File: src/rtl/dsp_pkg.sv
// rtl/dsp_pkg.sv - shared widths, output-stage state enum and decimation helpers
package dsp_pkg;

    localparam int AXIS_TDATA_W = 32;
    localparam int DEC_MAX_W    = 32;

    typedef enum logic [1:0] {
        EMPTY = 2'd0,
        ONE   = 2'd1,
        TWO   = 2'd2
    } skid_state_t;

    // A decimation factor of 0 would never wrap the phase counter; treat it as 1.
    function automatic logic [DEC_MAX_W-1:0] clamp_dec(input logic [DEC_MAX_W-1:0] n);
        return (n == '0) ? DEC_MAX_W'(1) : n;
    endfunction

endpackage

File: src/rtl/axis_skid_reg.sv
// rtl/axis_skid_reg.sv - registered AXI-Stream slice with a one-entry skid buffer
//
// Ports:
//   clk, rst_n          clock, asynchronous active-low reset
//   s_tdata/tvalid/tready  upstream side (payload is opaque, W bits)
//   m_tdata/tvalid/tready  downstream side, driven straight from registers
module axis_skid_reg
    import dsp_pkg::*;
#(
    parameter int W = 37
) (
    input  logic         clk,
    input  logic         rst_n,
    input  logic [W-1:0] s_tdata,
    input  logic         s_tvalid,
    output logic         s_tready,
    output logic [W-1:0] m_tdata,
    output logic         m_tvalid,
    input  logic         m_tready
);

    skid_state_t  state, state_next;
    logic [W-1:0] out_data, skid_data;
    logic         ready_en;
    logic         in_fire;
    logic         load_out, load_skid, skid_to_out;

    // Upstream is held off during reset and for the first edge after release.
    assign s_tready = ready_en && (state != TWO);
    assign in_fire  = s_tvalid && s_tready;
    assign m_tvalid = (state != EMPTY);
    assign m_tdata  = out_data;

    always_comb begin
        state_next  = state;
        load_out    = 1'b0;
        load_skid   = 1'b0;
        skid_to_out = 1'b0;
        case (state)
            EMPTY: begin
                if (in_fire) begin
                    load_out   = 1'b1;
                    state_next = ONE;
                end
            end
            ONE: begin
                if (in_fire && m_tready) begin
                    load_out = 1'b1;             // replace in place, no bubble
                end else if (in_fire) begin
                    load_skid  = 1'b1;
                    state_next = TWO;
                end else if (m_tready) begin
                    state_next = EMPTY;
                end
            end
            TWO: begin
                if (m_tready) begin
                    skid_to_out = 1'b1;
                    state_next  = ONE;
                end
            end
            default: state_next = EMPTY;
        endcase
    end

    always_ff @(posedge clk or negedge rst_n) begin
        if (!rst_n) begin
            state     <= EMPTY;
            ready_en  <= 1'b0;
            out_data  <= '0;
            skid_data <= '0;
        end else begin
            state    <= state_next;
            ready_en <= 1'b1;
            if (load_out) begin
                out_data <= s_tdata;
            end else if (skid_to_out) begin
                out_data <= skid_data;
            end
            if (load_skid) begin
                skid_data <= s_tdata;
            end
        end
    end

endmodule

File: src/rtl/fir_decimate.sv
// rtl/fir_decimate.sv - keep-one-in-N decimator for the FIR output stream
//
// Ports:
//   s00_axis_aclk, s00_axis_aresetn  clock, asynchronous active-low reset
//   dec_factor                       decimation factor N (0 acts as 1), latched per packet
//   s00_axis_*                       AXI-Stream slave input
//   m00_axis_*                       AXI-Stream master output (registered, skid-buffered)
//   pkt_count                        completed output packets, wraps at 2^16
module fir_decimate
    import dsp_pkg::*;
#(
    parameter int C_S00_AXIS_TDATA_WIDTH = AXIS_TDATA_W,
    parameter int C_M00_AXIS_TDATA_WIDTH = AXIS_TDATA_W,
    parameter int DEC_W                  = 8
) (
    input  logic                                  s00_axis_aclk,
    input  logic                                  s00_axis_aresetn,
    input  logic [DEC_W-1:0]                      dec_factor,
    input  logic [C_S00_AXIS_TDATA_WIDTH-1:0]     s00_axis_tdata,
    input  logic [C_S00_AXIS_TDATA_WIDTH/8-1:0]   s00_axis_tstrb,
    input  logic                                  s00_axis_tvalid,
    input  logic                                  s00_axis_tlast,
    output logic                                  s00_axis_tready,
    output logic [C_M00_AXIS_TDATA_WIDTH-1:0]     m00_axis_tdata,
    output logic [C_M00_AXIS_TDATA_WIDTH/8-1:0]   m00_axis_tstrb,
    output logic                                  m00_axis_tvalid,
    output logic                                  m00_axis_tlast,
    input  logic                                  m00_axis_tready,
    output logic [15:0]                           pkt_count
);

    localparam int DW = C_M00_AXIS_TDATA_WIDTH;
    localparam int SW = DW / 8;
    localparam int PW = DW + SW + 1;

    logic [DEC_W-1:0] phase, nlat, n_eff;
    logic             pkt_start;
    logic             accept, keep;
    logic [PW-1:0]    s_payload, m_payload;

    // The first beat of a packet uses the live dec_factor; later beats use the latched copy.
    assign n_eff  = pkt_start ? DEC_W'(clamp_dec(DEC_MAX_W'(dec_factor))) : nlat;
    assign accept = s00_axis_tvalid && s00_axis_tready;
    assign keep   = (phase == '0) || s00_axis_tlast;

    always_ff @(posedge s00_axis_aclk or negedge s00_axis_aresetn) begin
        if (!s00_axis_aresetn) begin
            phase     <= '0;
            nlat      <= DEC_W'(1);
            pkt_start <= 1'b1;
        end else if (accept) begin
            if (pkt_start) begin
                nlat <= n_eff;
            end
            phase     <= (s00_axis_tlast || (phase == n_eff - DEC_W'(1))) ? '0 : phase + DEC_W'(1);
            pkt_start <= s00_axis_tlast;
        end
    end

    always_ff @(posedge s00_axis_aclk or negedge s00_axis_aresetn) begin
        if (!s00_axis_aresetn) begin
            pkt_count <= '0;
        end else if (m00_axis_tvalid && m00_axis_tready && m00_axis_tlast) begin
            pkt_count <= pkt_count + 16'd1;
        end
    end

    assign s_payload = {s00_axis_tdata, s00_axis_tstrb, s00_axis_tlast};

    // Dropped beats are consumed here without ever reaching the slice.
    axis_skid_reg #(
        .W (PW)
    ) u_out (
        .clk      (s00_axis_aclk),
        .rst_n    (s00_axis_aresetn),
        .s_tdata  (s_payload),
        .s_tvalid (s00_axis_tvalid && keep),
        .s_tready (s00_axis_tready),
        .m_tdata  (m_payload),
        .m_tvalid (m00_axis_tvalid),
        .m_tready (m00_axis_tready)
    );

    assign m00_axis_tdata = m_payload[PW-1 -: DW];
    assign m00_axis_tstrb = m_payload[SW:1];
    assign m00_axis_tlast = m_payload[0];

endmodule

File: config.mk
export PLATFORM = sky130hd
export DESIGN_NAME = fir_decimate
export DESIGN_NICKNAME = d
export VERILOG_FILES = /design/src/rtl/dsp_pkg.sv /design/src/rtl/axis_skid_reg.sv /design/src/rtl/fir_decimate.sv
export SDC_FILE = /design/constraint.sdc
export NUM_CORES = 1
export LEC_CHECK = 0
export ABC_AREA = 1
export CAP_MARGIN = 20
export CORE_ASPECT_RATIO = 0.6
export CORE_UTILIZATION = 60
export CTS_BUF_LIST = sky130_fd_sc_hd__clkbuf_2 sky130_fd_sc_hd__clkbuf_4 sky130_fd_sc_hd__clkbuf_8
export CTS_CLUSTER_SIZE = 10
export DETAILED_ROUTE_END_ITERATION = 12
export DONT_BUFFER_PORTS = 1
export PLACE_DENSITY = 0.82
export SLEW_MARGIN = 30
export SYNTH_ARGS = -nofsm -noshare
export SYNTH_HDL_FRONTEND = slang
export SYNTH_HIERARCHICAL = 1
export SYNTH_SLANG_ARGS = --single-unit
File: constraint.sdc
create_clock -name s00_axis_aclk -period 6.3 [get_ports s00_axis_aclk]
set_input_delay 1.89 -clock s00_axis_aclk [delete_from_list [all_inputs] [get_ports s00_axis_aclk]]
set_output_delay 1.89 -clock s00_axis_aclk [all_outputs]
set_load 0.05 [all_outputs]
==> results of run 1 <==
==> sequential cells by signal, summed over array words and instances, names as in the netlist <==
signal           flops
phase                8
u_out/m_tdata       37
u_out/state          2
u_out/ready_en       1
u_out/skid_data     37
pkt_count           16
pkt_start            1
nlat                 8
==> per-layer routing <==
metal / wire (µm) / vias to the layer above
met4: 127 / 0
met3: 1020 / 12
met1: 5760 / 2099
met2: 5330 / 182
li1: - / 2171
met5: 0 / -
==> cell usage in the layout, fill, tap and decap left out, drive strengths merged, types with 5 or more instances in the layout <==
master / count
nand2: 260
inv: 80
nand3: 59
o21ai: 91
nand4: 5
nor2: 21
clkbuf: 11
a21oi: 9
dfrtp: 108
xor2: 13
xnor2: 9
==> through the flow <==
stage / instances / utilization / power [mW]
4_1_cts: 818 / 0.632 / 2.48
3_3_place_gp: 802 / 0.612 / 2.04
5_1_grt: 818 / 0.632 / 2.63
2_1_floorplan: 705 / - / 1.96
6_report: 818 / 0.632 / 2.47
3_5_place_dp: 802 / 0.612 / 2.08
==> synth_stat cells (all sizes together) <==
master / instances / area share
inv: 78 / 0.051
a21boi: 1 / 0.0013
nand3: 59 / 0.066
nor3: 4 / 0.0035
dfstp: 2 / 0.0092
dfrtp: 108 / 0.47
o21ai: 91 / 0.081
nor4: 2 / 0.0033
or2: 1 / 0.0011
nand2: 260 / 0.18
clkbuf: 5 / 0.0035
xnor2: 9 / 0.014
ha: 4 / 0.0087
nand4: 5 / 0.0055
xor2: 13 / 0.021
nor2: 21 / 0.020
buf: 29 / 0.044
nand3b: 2 / 0.0026
conb: 1 / 0.00065
mux2: 1 / 0.0020
a21oi: 9 / 0.012
==> path summary, 6_finish.rpt <==
path                                              endpoint  slack, ps  cells after the start
setup / recovery           u_out/skid_data[26]$_DFFE_PN0P_       2620                      6
setup reg to reg           u_out/skid_data[26]$_DFFE_PN0P_       3320                      8
min in group asynchronous              nlat[5]$_DFFE_PN0P_       1210                      0
hold reg to reg            u_out/skid_data[27]$_DFFE_PN0P_        500                      2
max in group asynchronous              nlat[0]$_DFFE_PN1P_       4900                      0
hold / removal             u_out/skid_data[27]$_DFFE_PN0P_        500                      2
==> kinds of logic (layout without fill, tap and decap cells) <==
logic type | after synthesis | count (layout)
muxes | 1 | 1
AOI/OAI and AO/OA | 101 | 101
buffers and inverters | 112 | 95
other | 1 | 1
DFF | 110 | 110
and+or+nand+nor | 354 | 354
adders and majority gates | 4 | 4
xor gates and xnor gates | 22 | 22
==> where the power goes <==
| group | internal [mW] | switching (mW) | total (mW) |
|---|---|---|---|
| logic | 0.187 | 0.284 | 0.470 |
| clock network | 0.164 | 0.240 | 0.403 |
| registers | 0.955 | 0.639 | 1.59 |
==> worst reg2reg max path, stage by stage, from the launching register on <==
cell,delay [ps]
dfrtp_1,440
inv_1,130
ha_1,170
nand4_1,120
a21boi_0,450
nand4_1,190
nor2_1,160
clkinv_2,660
o21ai_0,550
==> final cells by class <==
class,count,share of cell area
inverters,78,0.0505
multi-input cells,483,0.416
repair buffers,1,0.00129
flip-flops and latches,110,0.473
well taps,130,0.0279
clock inverters,5,0.00666
clock buffers,11,0.0249
==> results.sh, run 1 <==
export IMPL_status="finished clean"
export IMPL_critPathMaxFanout=74
export IMPL_worstSetupStartpoint="s00_axis_tlast"
export IMPL_critPathArrivalTime_ps=3920
export IMPL_ir_drop_uv=260
export IMPL_post_place_ws_ps=2440
export IMPL_ios=104
export IMPL_synth_area_mux_share=0.00196
export IMPL_hold_slack_ps=496
export IMPL_fin_skew_ps=11.1
export IMPL_numClockSinks=110
export IMPL_hold_buffers=0
export IMPL_postCtsSetupBuffers=0
export IMPL_grt_util_met3=0.0855
export IMPL_setup_ws_ps=2620
export IMPL_place_gp_congestion=0.851
export IMPL_clockBufferDepth=2
export IMPL_period_needed_ps=3680
export IMPL_drtIter0Drc=353
export IMPL_synth_area_um2=5740
export IMPL_syn_inst=705
export IMPL_tns_ps=0
export IMPL_r2r_start="phase[0]$_DFFE_PN0P_"
export IMPL_htreeDepth=3
export IMPL_dieArea_um2=9970
export IMPL_avgSynthCellArea_um2=8.14
export IMPL_relSlewSlack=0.427
export IMPL_path_cells="inv_1 -> a21boi_0 -> nand4_1 -> nor2_1 -> clkinv_2 -> o21ai_0"
export IMPL_path_delay_family="compound AO/OA/AOI/OAI gates"
export IMPL_criticalPathCategory="in2reg"
export IMPL_cpMaxStageDelayCell="clkinv_2"
export IMPL_wl_per_cell_um=15.0
export IMPL_worstPathBufferInverterCount=2
export IMPL_hold_viol=0
export IMPL_clk_latency_ps=370
export IMPL_ys_types=40
export IMPL_row_count=27
export IMPL_timing_fmax_mhz=272
export IMPL_power_density_nw_per_um2=424
export IMPL_finalMaxSlewViolations=0
export IMPL_worstHoldStart="u_out/skid_data[27]$_DFFE_PN0P_"
export IMPL_root_buffer="clkbuf_8"
export IMPL_post_cts_resized=0
export IMPL_dpl_hpwl_um=8390
export IMPL_synth_simple_area_share=0.281
export IMPL_via_per_inst=5.46
export IMPL_required_ps=6550
export IMPL_drive_above_1_share=0.103
export IMPL_synth_seq_cells=110
export IMPL_synth_compound_area_frac=0.0944
export IMPL_dpl_instance_area_um2=5640
export IMPL_grt_max_degree=111
export IMPL_n_antenna_cell=0
export IMPL_hold_path_class="reg2reg"
export IMPL_cts_tree="built"
export IMPL_synth_nets=758
export IMPL_cp_start_kind="input pin"
export IMPL_endpoint_kind="flip-flop"
export IMPL_post_route_period_util=0.583
export IMPL_grtUsageMet1=0.378
export IMPL_worst_slew_pin_transition_ps=856
export IMPL_drc=0
export IMPL_routed_via_count=4464
export IMPL_die_y_um=77.8
export IMPL_path_clk_slew_ps=100
export IMPL_nFillCells=835
export IMPL_grt_total_usage=0.267
export IMPL_grtUsageMet2=0.397
export IMPL_antenna_found_initial=0
export IMPL_synth_fa_ha_area_frac=0.00872
export IMPL_setup_viol=0
export IMPL_nets=736
export IMPL_synth_xor_xnor_area_share=0.0349
export IMPL_leakage_nw=2.89
export IMPL_multiInputGateArea_um2=2420
export IMPL_yosysWarnings=6
export IMPL_area_delta_synth_final_pct=1.53
export IMPL_cap_violations=0
export IMPL_grt_overflow_total=0
export IMPL_ant_nets=0
export IMPL_rsz0062_at_grt="no"
export IMPL_grt_pass1_wl_um=20900
export IMPL_portBuffers=0
export IMPL_die_x_um=128
export IMPL_first_global_vias=4334
export IMPL_top_usage_layer="met2"
export IMPL_start_util=0.622
export IMPL_regArea_um2=2760
export IMPL_synth_top_family_by_area="simple AND/OR/NAND/NOR gates"
export IMPL_cts_buffers=9
export IMPL_seq_area_frac_synth=0.480
export IMPL_core_um2=9220
export IMPL_final_area_um2=5830
export IMPL_max_stage_delay_ps=660
export IMPL_drt_pass1_iter_count=5
export IMPL_routed_wl_um=12200
Power figures use the tool's default switching activity.
==> run 2, diff against run 1 <==
==> constraint.sdc (replaced) <==
create_clock -name s00_axis_aclk -period 3.7 [get_ports s00_axis_aclk]
set_input_delay 1.11 -clock s00_axis_aclk [delete_from_list [all_inputs] [get_ports s00_axis_aclk]]
set_output_delay 1.11 -clock s00_axis_aclk [all_outputs]
set_load 0.05 [all_outputs]
==> run 2 against run 1 <==
Effect of this change: first-iteration DRC count shrank 7.9%; sequential share of layout area shrank 0.35 points; non-clock buffer count up 2; die area stayed put; clock power is 78% higher; worst setup slack got worse by 1800 ps.
==> results.sh, run 2 (synthesis results as in run 1) <==
export IMPL_status="finished clean"
export IMPL_finalMaxSlewViolations=0
export IMPL_fin_skew_ps=14.3
export IMPL_setup_viol=0
export IMPL_critPathArrivalTime_ps=3100
export IMPL_period_needed_ps=2840
export IMPL_n_antenna_cell=0
export IMPL_dpl_hpwl_um=8330
export IMPL_required_ps=3960
export IMPL_cp_start_kind="flip-flop"
export IMPL_place_gp_congestion=0.858
export IMPL_endpoint_kind="flip-flop"
export IMPL_drt_pass1_iter_count=5
export IMPL_start_util=0.622
export IMPL_area_delta_synth_final_pct=2.29
export IMPL_final_core_util=0.636
export IMPL_antenna_found_initial=0
export IMPL_hold_buffers=0
export IMPL_hold_viol=0
export IMPL_postCtsSetupBuffers=0
export IMPL_numClockSinks=110
export IMPL_power_density_nw_per_um2=721
export IMPL_leakage_nw=2.91
export IMPL_tns_ps=0
export IMPL_ios=104
export IMPL_via_per_inst=5.44
export IMPL_first_global_vias=4179
export IMPL_drtIter0Drc=325
export IMPL_worst_slew_pin_transition_ps=858
export IMPL_clockBufferDepth=2
export IMPL_nets=738
export IMPL_timing_fmax_mhz=352
export IMPL_final_common_cell="nand2_1"
export IMPL_grt_total_usage=0.267
export IMPL_nFillCells=780
export IMPL_htreeDepth=3
export IMPL_row_count=27
export IMPL_dieArea_um2=9970
export IMPL_cts_buffers=9
export IMPL_hold_path_class="in2async"
export IMPL_cap_violations=0
export IMPL_routed_wl_um=12400
export IMPL_critPathMaxFanout=12
export IMPL_r2r_start="u_out/state[0]$_DFFE_PN0P_"
export IMPL_die_x_um=128
export IMPL_path_clk_slew_ps=110
export IMPL_root_buffer="clkbuf_8"
export IMPL_routed_via_count=4458
export IMPL_post_route_period_util=0.769
export IMPL_core_um2=9220
export IMPL_portBuffers=0
export IMPL_ir_drop_uv=451
export IMPL_ant_nets=0
export IMPL_wl_per_cell_um=15.1
export IMPL_cts_tree="built"
export IMPL_drive_above_1_share=0.106
export IMPL_criticalPathCategory="reg2reg"
export IMPL_clk_latency_ps=390
export IMPL_post_cts_resized=0
export IMPL_grt_overflow_total=0
export IMPL_grt_max_degree=111
export IMPL_relSlewSlack=0.426
export IMPL_die_y_um=77.8
export IMPL_worstSetupStartpoint="u_out/state[0]$_DFFE_PN0P_"
export IMPL_rsz0062_at_grt="no"
export IMPL_grt_pass1_wl_um=20600
export IMPL_drc=0
export IMPL_final_cell_mix="249 x nand2_1, 108 x dfrtp_1, 70 x inv_1"
==> run 2: cell types whose count changed in the layout (fill, tap and decap cells not counted), sizes merged <==
cell	before	now
buf	1	3
clkbuf	11	9
clkinv	3	4
inv	80	81
==> run 2: path summary, 6_finish.rpt <==
check	to	cells past startpoint	slack, ps
max	phase[7]$_DFFE_PN0P_	12	860
min	nlat[4]$_DFFE_PN0P_	0	420
max reg2reg	phase[7]$_DFFE_PN0P_	12	860
min reg2reg	u_out/skid_data[26]$_DFFE_PN0P_	2	500
max in group asynchronous	nlat[0]$_DFFE_PN1P_	0	3000
min in group s00_axis_aclk	u_out/skid_data[26]$_DFFE_PN0P_	2	500
==> run 2: through the flow <==
stage / power, mW / cell area [µm²] / setup WS (ps) / hold WS [ps] / std cells
after floorplan: 3.33 / 5740 / 996 / 453 / 705
after global placement: 3.46 / 5670 / 854 / 465 / 804
after detailed placement: 3.53 / 5670 / 674 / 473 / 804
after CTS: 4.26 / 5870 / 865 / 384 / 820
after global routing: 4.48 / 5870 / 628 / 386 / 820
final: 4.23 / 5870 / 855 / 416 / 820
==> run 2: cell type report <==
| cell class | instances | area (µm²) | share of cell area |
|---|---|---|---|
| Tap cell | 130 | 163 | 0.0277 |
| Sequential cell | 110 | 2760 | 0.469 |
| Clock buffer | 9 | 124 | 0.0211 |
| Inverter | 78 | 295 | 0.0503 |
| Timing Repair Buffer | 3 | 35.0 | 0.00597 |
| Multi-Input combinational cell | 483 | 2420 | 0.413 |
| Clock inverter | 7 | 75.1 | 0.0128 |
==> run 2: power breakdown <==
| group | internal (mW) | total (mW) | switching (mW) |
|---|---|---|---|
| logic | 0.320 | 0.811 | 0.491 |
| clock network | 0.266 | 0.717 | 0.451 |
| registers | 1.62 | 2.71 | 1.08 |
==> run 2: layer usage <==
metal  wire length, µm  global-route usage
met1              5910               0.381
met2              5420               0.400
met3               918              0.0834
met4               119              0.0612
met5                 0                   0
==> run 2: critical path, stage by stage (launching register included) <==
cell and delay (ps):
dfrtp_1 440, inv_2 70, nand2_4 100, nand2_1 100, inv_1 360, nand2_1 180
inv_1 410, nand2_1 140, nor3_1 230, nand2_1 120, nor3_1 310, xor2_1 220
a21oi_2 50
==> run 3, diff against run 2 <==
--- a/config.mk
+++ b/config.mk
@@ -5,7 +5,7 @@
 export SDC_FILE = /design/constraint.sdc
 export NUM_CORES = 1
 export LEC_CHECK = 0
-export ABC_AREA = 1
+export ABC_AREA = 0
 export CAP_MARGIN = 20
 export CORE_ASPECT_RATIO = 0.6
 export CORE_UTILIZATION = 60
@@ -13,7 +13,7 @@
 export CTS_CLUSTER_SIZE = 10
 export DETAILED_ROUTE_END_ITERATION = 12
 export DONT_BUFFER_PORTS = 1
-export PLACE_DENSITY = 0.82
+export PLACE_DENSITY = 0.85
 export SLEW_MARGIN = 30
 export SYNTH_ARGS = -nofsm -noshare
 export SYNTH_HDL_FRONTEND = slang
==> constraint.sdc (replaced) <==
create_clock -name s00_axis_aclk -period 2.5 [get_ports s00_axis_aclk]
set_input_delay 0.75 -clock s00_axis_aclk [delete_from_list [all_inputs] [get_ports s00_axis_aclk]]
set_output_delay 0.75 -clock s00_axis_aclk [all_outputs]
set_load 0.05 [all_outputs]
==> run 3 against run 2 <==
Effect of this change: the flow now finishes with violations (negative setup slack); power up 68%; via count down 25%; utilization up 9.9 points; final area up 8.0%; sequential power up 48%.
==> results.sh, run 3 <==
export IMPL_status="complete, but fails checks"
export IMPL_violations="negative setup slack"
export IMPL_post_place_ws_ps=-623
export IMPL_cts_tree="built"
export IMPL_first_global_vias=3363
export IMPL_synth_area_um2=5400
export IMPL_post_route_period_util=1.04
export IMPL_die_y_um=75.5
export IMPL_synth_area_leader_cell="dfrtp_1"
export IMPL_grt_total_usage=0.254
export IMPL_dpl_hpwl_um=7560
export IMPL_synth_nets=457
export IMPL_power_total_mw=7.10
export IMPL_core_um2=8620
export IMPL_hold_viol=0
export IMPL_routed_via_count=3324
export IMPL_setup_viol=50
export IMPL_ir_drop_uv=762
export IMPL_async_reset_ff_frac=1.00
export IMPL_endpoint_kind="flip-flop"
export IMPL_die_x_um=124
export IMPL_yosysWarnings=6
export IMPL_fin_cells=561
export IMPL_critPathMaxFanout=7
export IMPL_criticalPathCategory="in2reg"
export IMPL_setup_ws_ps=-112
export IMPL_worst_slew_pin_transition_ps=624
export IMPL_period_needed_ps=2610
export IMPL_numClockSinks=110
export IMPL_timing_fmax_mhz=383
export IMPL_synth_edf_count=0
export IMPL_regArea_um2=2760
export IMPL_path_cells="or4_4 -> nor2_4 -> o21ai_2 -> ha_2 -> buf_4 -> inv_2 -> nor3_1 -> or4b_4 -> nor4_4 -> buf_6 -> nor2_2"
export IMPL_ys_flop_type="dfrtp_1"
export IMPL_nets=497
export IMPL_n_antenna_cell=0
export IMPL_avgSynthCellArea_um2=13.4
export IMPL_root_buffer="clkbuf_8"
export IMPL_place_gp_congestion=0.860
export IMPL_leakage_nw=2.88
export IMPL_ys_types=46
export IMPL_tns_ps=-2090
export IMPL_routed_wl_um=11700
export IMPL_grt_max_degree=111
export IMPL_grt_overflow_total=0
export IMPL_area_delta_synth_final_pct=17.5
export IMPL_wl_per_cell_um=20.8
export IMPL_reg2reg_setup_slack_ps=-50
export IMPL_synth_area_leaders="dfrtp_1 50%, mux2_2 19%, mux2_4 8.3%"
export IMPL_ios=104
export IMPL_seq_area_frac_synth=0.511
export IMPL_required_ps=2760
export IMPL_clockBufferDepth=2
export IMPL_row_count=26
export IMPL_synth_seq_cells=110
export IMPL_multiInputGateArea_um2=2710
export IMPL_clk_latency_ps=370
export IMPL_relSlewSlack=0.584
export IMPL_final_common_cell="dfrtp_1"
export IMPL_antenna_found_initial=0
export IMPL_start_util=0.626
export IMPL_power_density_nw_per_um2=1120
export IMPL_ant_nets=0
export IMPL_synth_common_cells="108 x dfrtp_1, 90 x mux2_2, 30 x mux2_4"
export IMPL_dieArea_um2=9390
export IMPL_fin_skew_ps=10.5
export IMPL_drive_above_1_share=0.465
export IMPL_rsz0062_at_grt="yes"
export IMPL_path_clk_slew_ps=100
export IMPL_cpMaxStageDelayCell="or4b_4"
export IMPL_drc=0
export IMPL_yosysMostFrequentCell="dfrtp_1"
export IMPL_drtIter0Drc=175
export IMPL_syn_inst=404
export IMPL_final_cell_mix="108 x dfrtp_1, 67 x mux2_4, 53 x mux2_2"
export IMPL_cp_start_kind="input pin"
export IMPL_drt_pass1_iter_count=4
export IMPL_grt_pass1_wl_um=18200
export IMPL_via_per_inst=5.93
export IMPL_max_stage_delay_ps=540
export IMPL_hold_path_class="in2async"
export IMPL_finalMaxSlewViolations=0
export IMPL_cts_buffers=9
export IMPL_yosys_area_top_type_share=0.501
export IMPL_cap_violations=0
export IMPL_hold_slack_ps=60.1
export IMPL_nFillCells=562
export IMPL_critPathArrivalTime_ps=2870
export IMPL_portBuffers=0
export IMPL_htreeDepth=3
export IMPL_placed_cells=531
run 3: changes by cell type after synthesis, moves of 8 or more:
cell	previous run	this run
nand3_2	12	0
nand3_1	45	7
mux2_2	1	90
buf_6	12	1
o21ai_0	48	9
o21ai_1	40	0
mux2_4	0	30
nand2_1	249	21
xnor2_1	9	22
inv_2	8	0
mux2i_1	0	8
inv_1	70	3
run 3: critical path, delay by kind of cell:
family | cells | cell delay (ps)
and+or+nand+nor | 6 | 1480
buffers and inverters | 3 | 360
adders and majority gates | 1 | 210
AOI/OAI and AO/OA | 1 | 60
run 3: where the power goes:
| group | internal, mW | total [mW] | switching [mW] | leakage [nW] |
|---|---|---|---|---|
| Combinational | 1.36 | 2.08 | 0.723 | 1.42 |
| Clock | 0.398 | 1.00 | 0.607 | 0.0970 |
| Sequential | 2.43 | 4.01 | 1.57 | 1.36 |
| Total | 4.19 | 7.10 | 2.90 | 2.88 |
run 3: timing repair:
action                     4_1_cts  5_1_grt
hold endpoints to repair         0        0
setup endpoints to repair       82       83
buffers inserted                 7        3
hold buffers                     0        0
resized for setup               61       11
cloned                           4        3
pin swaps                       11        4
run 3: worst paths after layout:
| check | start | to | cells after the start |
|---|---|---|---|
| max in group asynchronous | s00_axis_aresetn | nlat[0]$_DFFE_PN1P_ | 0 |
| worst min register to register | nlat[0]$_DFFE_PN1P_ | nlat[0]$_DFFE_PN1P_ | 2 |
| worst min-delay path | s00_axis_aresetn | u_out/m_tdata[25]$_DFFE_PN0P_ | 0 |
| min in group s00_axis_aclk | m00_axis_tready | u_out/state[1]$_DFFE_PN0P_ | 1 |
| worst max register to register | phase[0]$_DFFE_PN0P_ | u_out/m_tdata[14]$_DFFE_PN0P_ | 9 |
| worst max-delay path | dec_factor[1] | phase[3]$_DFFE_PN0P_ | 11 |
run 3: cell families (layout without fill, tap and decap cells):
group	after synthesis	in the layout	synth area share
xor+xnor	29	29	0.0471
compound gates	24	24	0.0283
fa+ha+maj	4	4	0.00927
buf+inv	22	67	0.0294
flops	110	110	0.511
mux	128	128	0.286
other cells	1	1	0.000695
simple gates	86	86	0.0886
run 3: final cells by class:
class / instances / share of cell area
clock buffer: 10 / 0.0217
clock inverter: 6 / 0.00710
inverter: 3 / 0.00178
multi-input combinational: 272 / 0.427
sequential: 110 / 0.434
tap: 112 / 0.0221
timing repair buffer: 48 / 0.0860
run 3: through the flow:
step                      cell area (µm²)  utilization
after detailed placement             5730        0.665
after global routing                 6340        0.736
after CTS                            6250        0.725
final                                6340        0.736
after global placement               5730        0.665
after floorplan                      5440            -
run 3: per-layer routing:
layer  track usage  wire (µm)  vias up
met5             0          0        -
li1              -          -     1515
met2         0.403       5280       94
met1         0.348       5610     1708
met4        0.0696         84        0
met3        0.0737        694        7
